==> config.mk <==
export PLATFORM = sky130hd
export DESIGN_NAME = chunked_adder_sequencer
export DESIGN_NICKNAME = d
export VERILOG_FILES = /design/src/rtl/chunk_adder_pkg.sv /design/src/rtl/carry_bypass_block.sv /design/src/rtl/chunked_adder_sequencer.sv
export SDC_FILE = /design/constraint.sdc
export NUM_CORES = 1
export LEC_CHECK = 0
export CORE_AREA = 2 2 105 107
export DETAILED_ROUTE_END_ITERATION = 8
export DIE_AREA = 0 0 107 109
export GPL_TIMING_DRIVEN = 1
export HOLD_SLACK_MARGIN = 0.02
export PLACE_DENSITY = 0.8
export SLEW_MARGIN = 40
export SYNTH_ARGS = -nofsm -noshare
export SYNTH_HDL_FRONTEND = slang
export SYNTH_HIERARCHICAL = 1
export SYNTH_SLANG_ARGS = --single-unit
==> constraint.sdc <==
create_clock -name iClk -period 2.05 [get_ports iClk]
set_input_delay 0.41 -clock iClk [delete_from_list [all_inputs] [get_ports iClk]]
set_output_delay 0.41 -clock iClk [all_outputs]
set_load 0.1 [all_outputs]
==> src/rtl/chunk_adder_pkg.sv <==
// Shared definitions for the chunked adder sequencer.
//   state_e   : sequencer FSM states (IDLE / RUN / DONE)
//   cnt_width : chunk-counter width, max(1, $clog2(chunks))
package chunk_adder_pkg;

  typedef enum logic [1:0] {
    ST_IDLE = 2'd0,
    ST_RUN  = 2'd1,
    ST_DONE = 2'd2
  } state_e;

  function automatic int unsigned cnt_width(input int unsigned chunks);
    return (chunks > 1) ? $clog2(chunks) : 1;
  endfunction

endpackage

==> src/rtl/carry_bypass_block.sv <==
// carry_bypass_block: WIDTH-bit adder slice with carry bypass.
// When every bit position propagates, the carry-in is forwarded straight
// to the carry-out instead of waiting on the ripple chain.
// Ports:
//   iA, iB : WIDTH-bit operand slices
//   iC     : carry-in
//   oS     : WIDTH-bit sum slice
//   oC     : carry-out
module carry_bypass_block #(
  parameter int unsigned WIDTH = 4
) (
  input  logic [WIDTH-1:0] iA,
  input  logic [WIDTH-1:0] iB,
  input  logic             iC,
  output logic [WIDTH-1:0] oS,
  output logic             oC
);

  logic w_prop_all;

  assign w_prop_all = &(iA ^ iB);

  always_comb begin : ripple
    logic w_c;
    oS  = '0;
    w_c = iC;
    for (int unsigned i = 0; i < WIDTH; i++) begin
      oS[i] = iA[i] ^ iB[i] ^ w_c;
      w_c   = (iA[i] & iB[i]) | ((iA[i] ^ iB[i]) & w_c);
    end
    // Full propagate: ripple result equals iC, so take the short path.
    oC = w_prop_all ? iC : w_c;
  end

endmodule

==> src/rtl/chunked_adder_sequencer.sv <==
// chunked_adder_sequencer: multi-cycle wide adder. Accepts two
// WIDTH*CHUNKS-bit operands over valid/ready, feeds one WIDTH-bit slice per
// clock (LSB first) through a carry_bypass_block, and holds the assembled
// result until the downstream stage accepts it.
// Optional feature macro: CHUNK_ADDER_SUB_EN (adds iSub, A-B mode).
// Ports:
//   iClk, iRstN     : clock, async active-low reset
//   iValid / oReady : operand handshake (oReady combinational from state, iReady)
//   iA, iB, iC      : operands and carry-in, sampled on acceptance
//   iSub            : subtract select (only with CHUNK_ADDER_SUB_EN)
//   oValid / iReady : result handshake
//   oS, oC          : sum and final carry-out, valid while oValid=1
module chunked_adder_sequencer
  import chunk_adder_pkg::*;
#(
  parameter int unsigned WIDTH  = 4,
  parameter int unsigned CHUNKS = 8
) (
  input  logic                      iClk,
  input  logic                      iRstN,
  input  logic                      iValid,
  output logic                      oReady,
  input  logic [WIDTH*CHUNKS-1:0]   iA,
  input  logic [WIDTH*CHUNKS-1:0]   iB,
  input  logic                      iC,
`ifdef CHUNK_ADDER_SUB_EN
  input  logic                      iSub,
`endif
  output logic                      oValid,
  input  logic                      iReady,
  output logic [WIDTH*CHUNKS-1:0]   oS,
  output logic                      oC
);

  localparam int unsigned TW = WIDTH * CHUNKS;
  localparam int unsigned CW = cnt_width(CHUNKS);
  localparam logic [CW-1:0] LAST_CNT = CW'(CHUNKS - 1);

  state_e         r_state;
  logic [CW-1:0]  r_cnt;
  logic [TW-1:0]  r_a;
  logic [TW-1:0]  r_b;
  logic [TW-1:0]  r_sum;
  logic           r_carry;
`ifdef CHUNK_ADDER_SUB_EN
  logic           r_sub;
`endif

  logic             w_accept;
  logic [WIDTH-1:0] w_blk_a;
  logic [WIDTH-1:0] w_blk_b;
  logic [WIDTH-1:0] w_blk_s;
  logic             w_blk_c;
  logic [TW-1:0]    w_sum_next;
  logic             w_init_carry;

  assign oReady   = (r_state == ST_IDLE) | ((r_state == ST_DONE) & iReady);
  assign w_accept = iValid & oReady;
  assign oValid   = (r_state == ST_DONE);
  assign oS       = r_sum;
  assign oC       = r_carry;

  assign w_blk_a = r_a[WIDTH-1:0];
`ifdef CHUNK_ADDER_SUB_EN
  // Subtraction as A + ~B + 1: invert each B slice, seed carry with 1.
  assign w_blk_b      = r_b[WIDTH-1:0] ^ {WIDTH{r_sub}};
  assign w_init_carry = iSub | iC;
`else
  assign w_blk_b      = r_b[WIDTH-1:0];
  assign w_init_carry = iC;
`endif

  // New slice enters at the MSB end; after CHUNKS shifts the LSB slice
  // computed first has reached bit 0. Written as shift/OR so it stays
  // legal when CHUNKS=1 (TW == WIDTH).
  assign w_sum_next = (r_sum >> WIDTH) | (TW'(w_blk_s) << (TW - WIDTH));

  carry_bypass_block #(
    .WIDTH(WIDTH)
  ) u_cbb (
    .iA(w_blk_a),
    .iB(w_blk_b),
    .iC(r_carry),
    .oS(w_blk_s),
    .oC(w_blk_c)
  );

  always_ff @(posedge iClk or negedge iRstN) begin
    if (!iRstN) begin
      r_state <= ST_IDLE;
      r_cnt   <= '0;
      r_a     <= '0;
      r_b     <= '0;
      r_sum   <= '0;
      r_carry <= 1'b0;
`ifdef CHUNK_ADDER_SUB_EN
      r_sub   <= 1'b0;
`endif
    end else begin
      case (r_state)
        ST_IDLE, ST_DONE: begin
          if (w_accept) begin
            r_a     <= iA;
            r_b     <= iB;
            r_carry <= w_init_carry;
            r_cnt   <= '0;
`ifdef CHUNK_ADDER_SUB_EN
            r_sub   <= iSub;
`endif
            r_state <= ST_RUN;
          end else if (r_state == ST_DONE && iReady) begin
            r_state <= ST_IDLE;
          end
        end
        ST_RUN: begin
          r_a     <= r_a >> WIDTH;
          r_b     <= r_b >> WIDTH;
          r_sum   <= w_sum_next;
          r_carry <= w_blk_c;
          r_cnt   <= r_cnt + CW'(1);
          if (r_cnt == LAST_CNT) begin
            r_state <= ST_DONE;
          end
        end
        default: r_state <= ST_IDLE;
      endcase
    end
  end

endmodule
==> flow_summary.yaml <==
placement:
  hpwl_after_detailed_placement_mm: 7.63
  dpl_cell_area_um2: 5900
  gpl.final_weighted_congestion: 0.790
  buffer_ports.inserted: 103
  dpl_worst_slack_ns: -0.0662
route:
  detail_route.wl_per_cell_um: 14.3
  routed-via-count: 3974
  drt.antenna.violating_nets: 0
  drc: 0
  totalWireLength_mm: 10.9
  initialDrtViolationCount: 250
  drt_pass1_iterations: 4
  route.detailed.vias_per_inst: 5.18
power:
  combPwrFrac_pct: 55.4
  power.density_cell_area_nw_per_um2: 1750
  power.leakage_nw: 2.77
  ir_drop_v: 0.00143
  clockPowerShare_pct: 11.1
  switching_share_pct: 51.5
  p_int_mw: 5.16
  power.total_mw: 10.6
  net_load_switching_power_mw: 5.49
  seq_power_share_pct: 33.5
worst_setup_path:
  timing.rr.start: "oC"
  critical_path.endpoint: "oS[31]"
  crit_path_max_fanout: 2
  critical_path.most_common_cell: "sky130_fd_sc_hd__fa_2"
  cp-start-kind: "flip-flop"
  worst_setup_path_class: "flip-flop to flip-flop"
  cp_slowest_stage_delay_ns: 0.50
  critical_path_arrival_ns: 2.44
  worst_setup_path_startpoint: "oC"
  rr_endpoint: "oS[31]"
  worstRegToRegCells: 10
  crit_required_ns: 2.35
  timing.critical_path.slowest_stage_cell: "sky130_fd_sc_hd__dfrtp_4"
  r2r_setup_slack_ns: -0.09
  timing.critical_path.to_type: "flip-flop"
  critical_path.cell_chain: "inv_4 -> fa_2 -> inv_2 -> fa_2 -> fa_2 -> inv_2 -> fa_1 -> inv_1 -> nand2_1 -> nand2_1"
sta:
  rel_slew_slack_pct: 67.9
  number_of_pins_with_negative_max_slew_slack_in_the_final_report: 0
  final-hold-violation-count: 0
  clock-skew-final_ns: 0.00670
  rsz0062_at_grt: "yes"
  period_needed_ns: 2.14
  tightestPinTransition_ns: 0.481
  finalWorstSetupSlack_ns: -0.0883
  setup-violations-final: 1
  fmax_ghz: 0.468
  post-route-period-util_pct: 104
yosys:
  yosys.cell_types.count: 21
  synth.yosys.warnings: 6
  yosysSeqAreaShare_pct: 53.9
  post-synth-top-area-cell: "sky130_fd_sc_hd__dfrtp_1"
  mappedNetlistArea_um2: 4740
  dominant_cell_by_count_in_the_synthesized_netlist: "sky130_fd_sc_hd__nand2_1"
  area_share_of_xor_xnor_cells_in_the_synthesized_design_pct: 0
  number_of_synthesized_flops_with_an_enable_pin: 0
  number_of_storage_elements_in_the_synthesis_netlist: 102
  synthTopCellsByArea: "sky130_fd_sc_hd__dfrtp_1 (54%), sky130_fd_sc_hd__nand2_1 (18%), sky130_fd_sc_hd__o211ai_1 (7.8%)"
  dominant_combinational_cell_family_by_area_after_synthesis: "simple AND/OR/NAND/NOR gates"
  yosys.area.top_type_share_pct: 53.9
  post_synth_fa_ha_maj_area_fraction_pct: 3.27
  synthesis.nets: 613
  synth.cells.most_frequent: "sky130_fd_sc_hd__nand2_1 (224), sky130_fd_sc_hd__dfrtp_1 (102), sky130_fd_sc_hd__nand3_1 (65), sky130_fd_sc_hd__o211ai_1 (49), sky130_fd_sc_hd__buf_2 (23)"
  muxShareOfSynthArea_pct: 0.211
  prevailing_post_synth_register_cell: "sky130_fd_sc_hd__dfrtp_1"
  post_synthesis_share_of_cell_area_spent_on_and_or_nand_and_nor_gates_pct: 25.9
  synth_compound_area_share_pct: 11.3
  synthArstFlopShare_pct: 100
  postSynthAreaPerCell_um2: 8.87
  syn_inst: 534
cts:
  clk_pin_slew_ns: 0.09
  worst_skew_pair.late_latency_ns: 0.36
  tritoncts.num_buffers: 9
  cts_tree: "yes"
  cts_sinks: 102
  htree_num_levels: 3
  bufs_on_longest_clock_path: 2
  cts_root_buf: "sky130_fd_sc_hd__clkbuf_8"
finish:
  post-route-cell-area_um2: 6090
  areaGrowthSynthToFinish_pct: 28.6
  fin_util_pct: 57.5
  diodes: 0
  final_layout_size_suffix_gt1_share_pct: 14.5
  num-nets-final: 701
die:
  ios: 104
  num_rows: 38
  die-height_um: 109
  floorplan.initialDensity_pct: 44.7
  fp.coreArea_um2: 10600
  fp.dieW_um: 107
  die_area_um2: 11700
grt:
  antenna_found_initial: 0
  grt.total_usage_pct: 20.1
  largest_net_degree_at_the_start_of_global_routing: 68
  grt_first_pass_wirelength_mm: 18.6
  gr-total-overflow: 0
  first_global_vias: 4023
outcome:
  outcome: "complete, but fails checks"
  failed_checks: "setup timing"
job:
  maxCapViolations: 0
worst_hold_path:
  hp-class: "flip-flop to flip-flop"
[power by group through the flow]
stage / Sequential, mW / Clock, mW / Combinational [mW]
6_report: 3.57 / 1.18 / 5.90
5_1_grt: 3.69 / 1.31 / 6.43
3_5_place_dp: 3.60 / 0 / 5.93
3_3_place_gp: 3.56 / 0 / 5.82
2_1_floorplan: 5.44 / 0 / 2.54
4_1_cts: 3.57 / 1.22 / 5.96
[per-layer routing]
layer / vias up / routed length (µm) / global-route usage, %
met2: 111 / 5300 / 33.8
li1: 1933 / - / -
met3: 15 / 610 / 3.77
met1: 1915 / 4850 / 26.1
met4: 0 / 182 / 7.33
met5: - / 0 / 0
[cells in the final DEF (no fill, tap or decap), types with 2 or more instances in the layout]
cell type | Yosys | final
sky130_fd_sc_hd__nand2_1 | 224 | 224
sky130_fd_sc_hd__dfrtp_1 | 102 | 101
sky130_fd_sc_hd__clkdlybuf4s50_1 | 0 | 67
sky130_fd_sc_hd__nand3_1 | 65 | 65
sky130_fd_sc_hd__o211ai_1 | 49 | 49
sky130_fd_sc_hd__buf_4 | 2 | 45
sky130_fd_sc_hd__clkbuf_8 | 0 | 11
sky130_fd_sc_hd__o21ai_0 | 10 | 10
sky130_fd_sc_hd__o211ai_2 | 8 | 8
sky130_fd_sc_hd__buf_12 | 0 | 8
sky130_fd_sc_hd__ha_1 | 6 | 6
sky130_fd_sc_hd__inv_1 | 9 | 6
sky130_fd_sc_hd__fa_2 | 0 | 3
sky130_fd_sc_hd__nor2b_2 | 0 | 2
sky130_fd_sc_hd__nor2b_4 | 0 | 2
sky130_fd_sc_hd__o21ai_1 | 2 | 2
sky130_fd_sc_hd__clkinv_2 | 0 | 2
sky130_fd_sc_hd__clkinvlp_4 | 0 | 2
sky130_fd_sc_hd__inv_2 | 0 | 2
[state kept, by name (all words and copies together), names as in the netlist]
register / flops
r_cnt: 3
r_state: 2
r_b: 32
oC: 1
r_a: 32
oS: 32
[per-stage QoR]
stage                     setup TNS, ns  instances  hold WS, ns
after global routing             -0.240        767        0.513
after CTS                       -0.0918        767        0.492
after detailed placement        -0.0662        750        0.397
final                           -0.0883        767        0.487
after global placement          -0.0204        750        0.402
after floorplan                  -0.417        534        0.114
[worst min-delay path by stage]
stage	from	endpoint	slack, ns	cells past startpoint
2_1_floorplan	iRstN	oS[0]	0.11	0
3_3_place_gp	iRstN	oS[16]	0.40	1
3_5_place_dp	iRstN	oS[12]	0.40	1
4_1_cts	oS[2]	oS[2]	0.49	2
5_1_grt	r_b[29]	r_b[25]	0.51	2
6_report	oS[3]	oS[3]	0.49	2
[cell type report]
type / instances / area (µm²)
Tap cell: 140 / 175
Timing Repair Buffer: 121 / 1180
Clock inverter: 5 / 33.8
Sequential cell: 102 / 2560
Inverter: 9 / 36.3
Clock buffer: 11 / 151
Fill cell: 917 / 4510
Multi-Input combinational cell: 379 / 1960
[cells by family (layout without fill, tap and decap cells)]
kind of cell,Yosys count,in the layout
AND/OR/NAND/NOR,298,298
flip-flops,102,102
AO/OA/AOI/OAI,70,70
buffers and inverters,53,146
adder cells (fa/ha/maj),10,10
multiplexers,1,1
[critical path: cells and delay by family, from the launching register on]
kind / cells / cell delay [ns]
simple gates: 2 / 0.11
buf+inv: 4 / 0.22
flops: 1 / 0.50
fa+ha+maj: 4 / 1.26
[timing repair]
| action | 4_1_cts | 5_1_grt |
|---|---|---|
| gates resized for setup | 1 | 1 |
| hold buffers | 1 | 0 |
| setup endpoints to repair | 1 | 2 |
| pin swaps | 0 | 0 |
| buffers inserted | 0 | 0 |
| endpoints found under the hold margin | 34 | 0 |
Note: power is estimated with default switching activity, not from simulation.
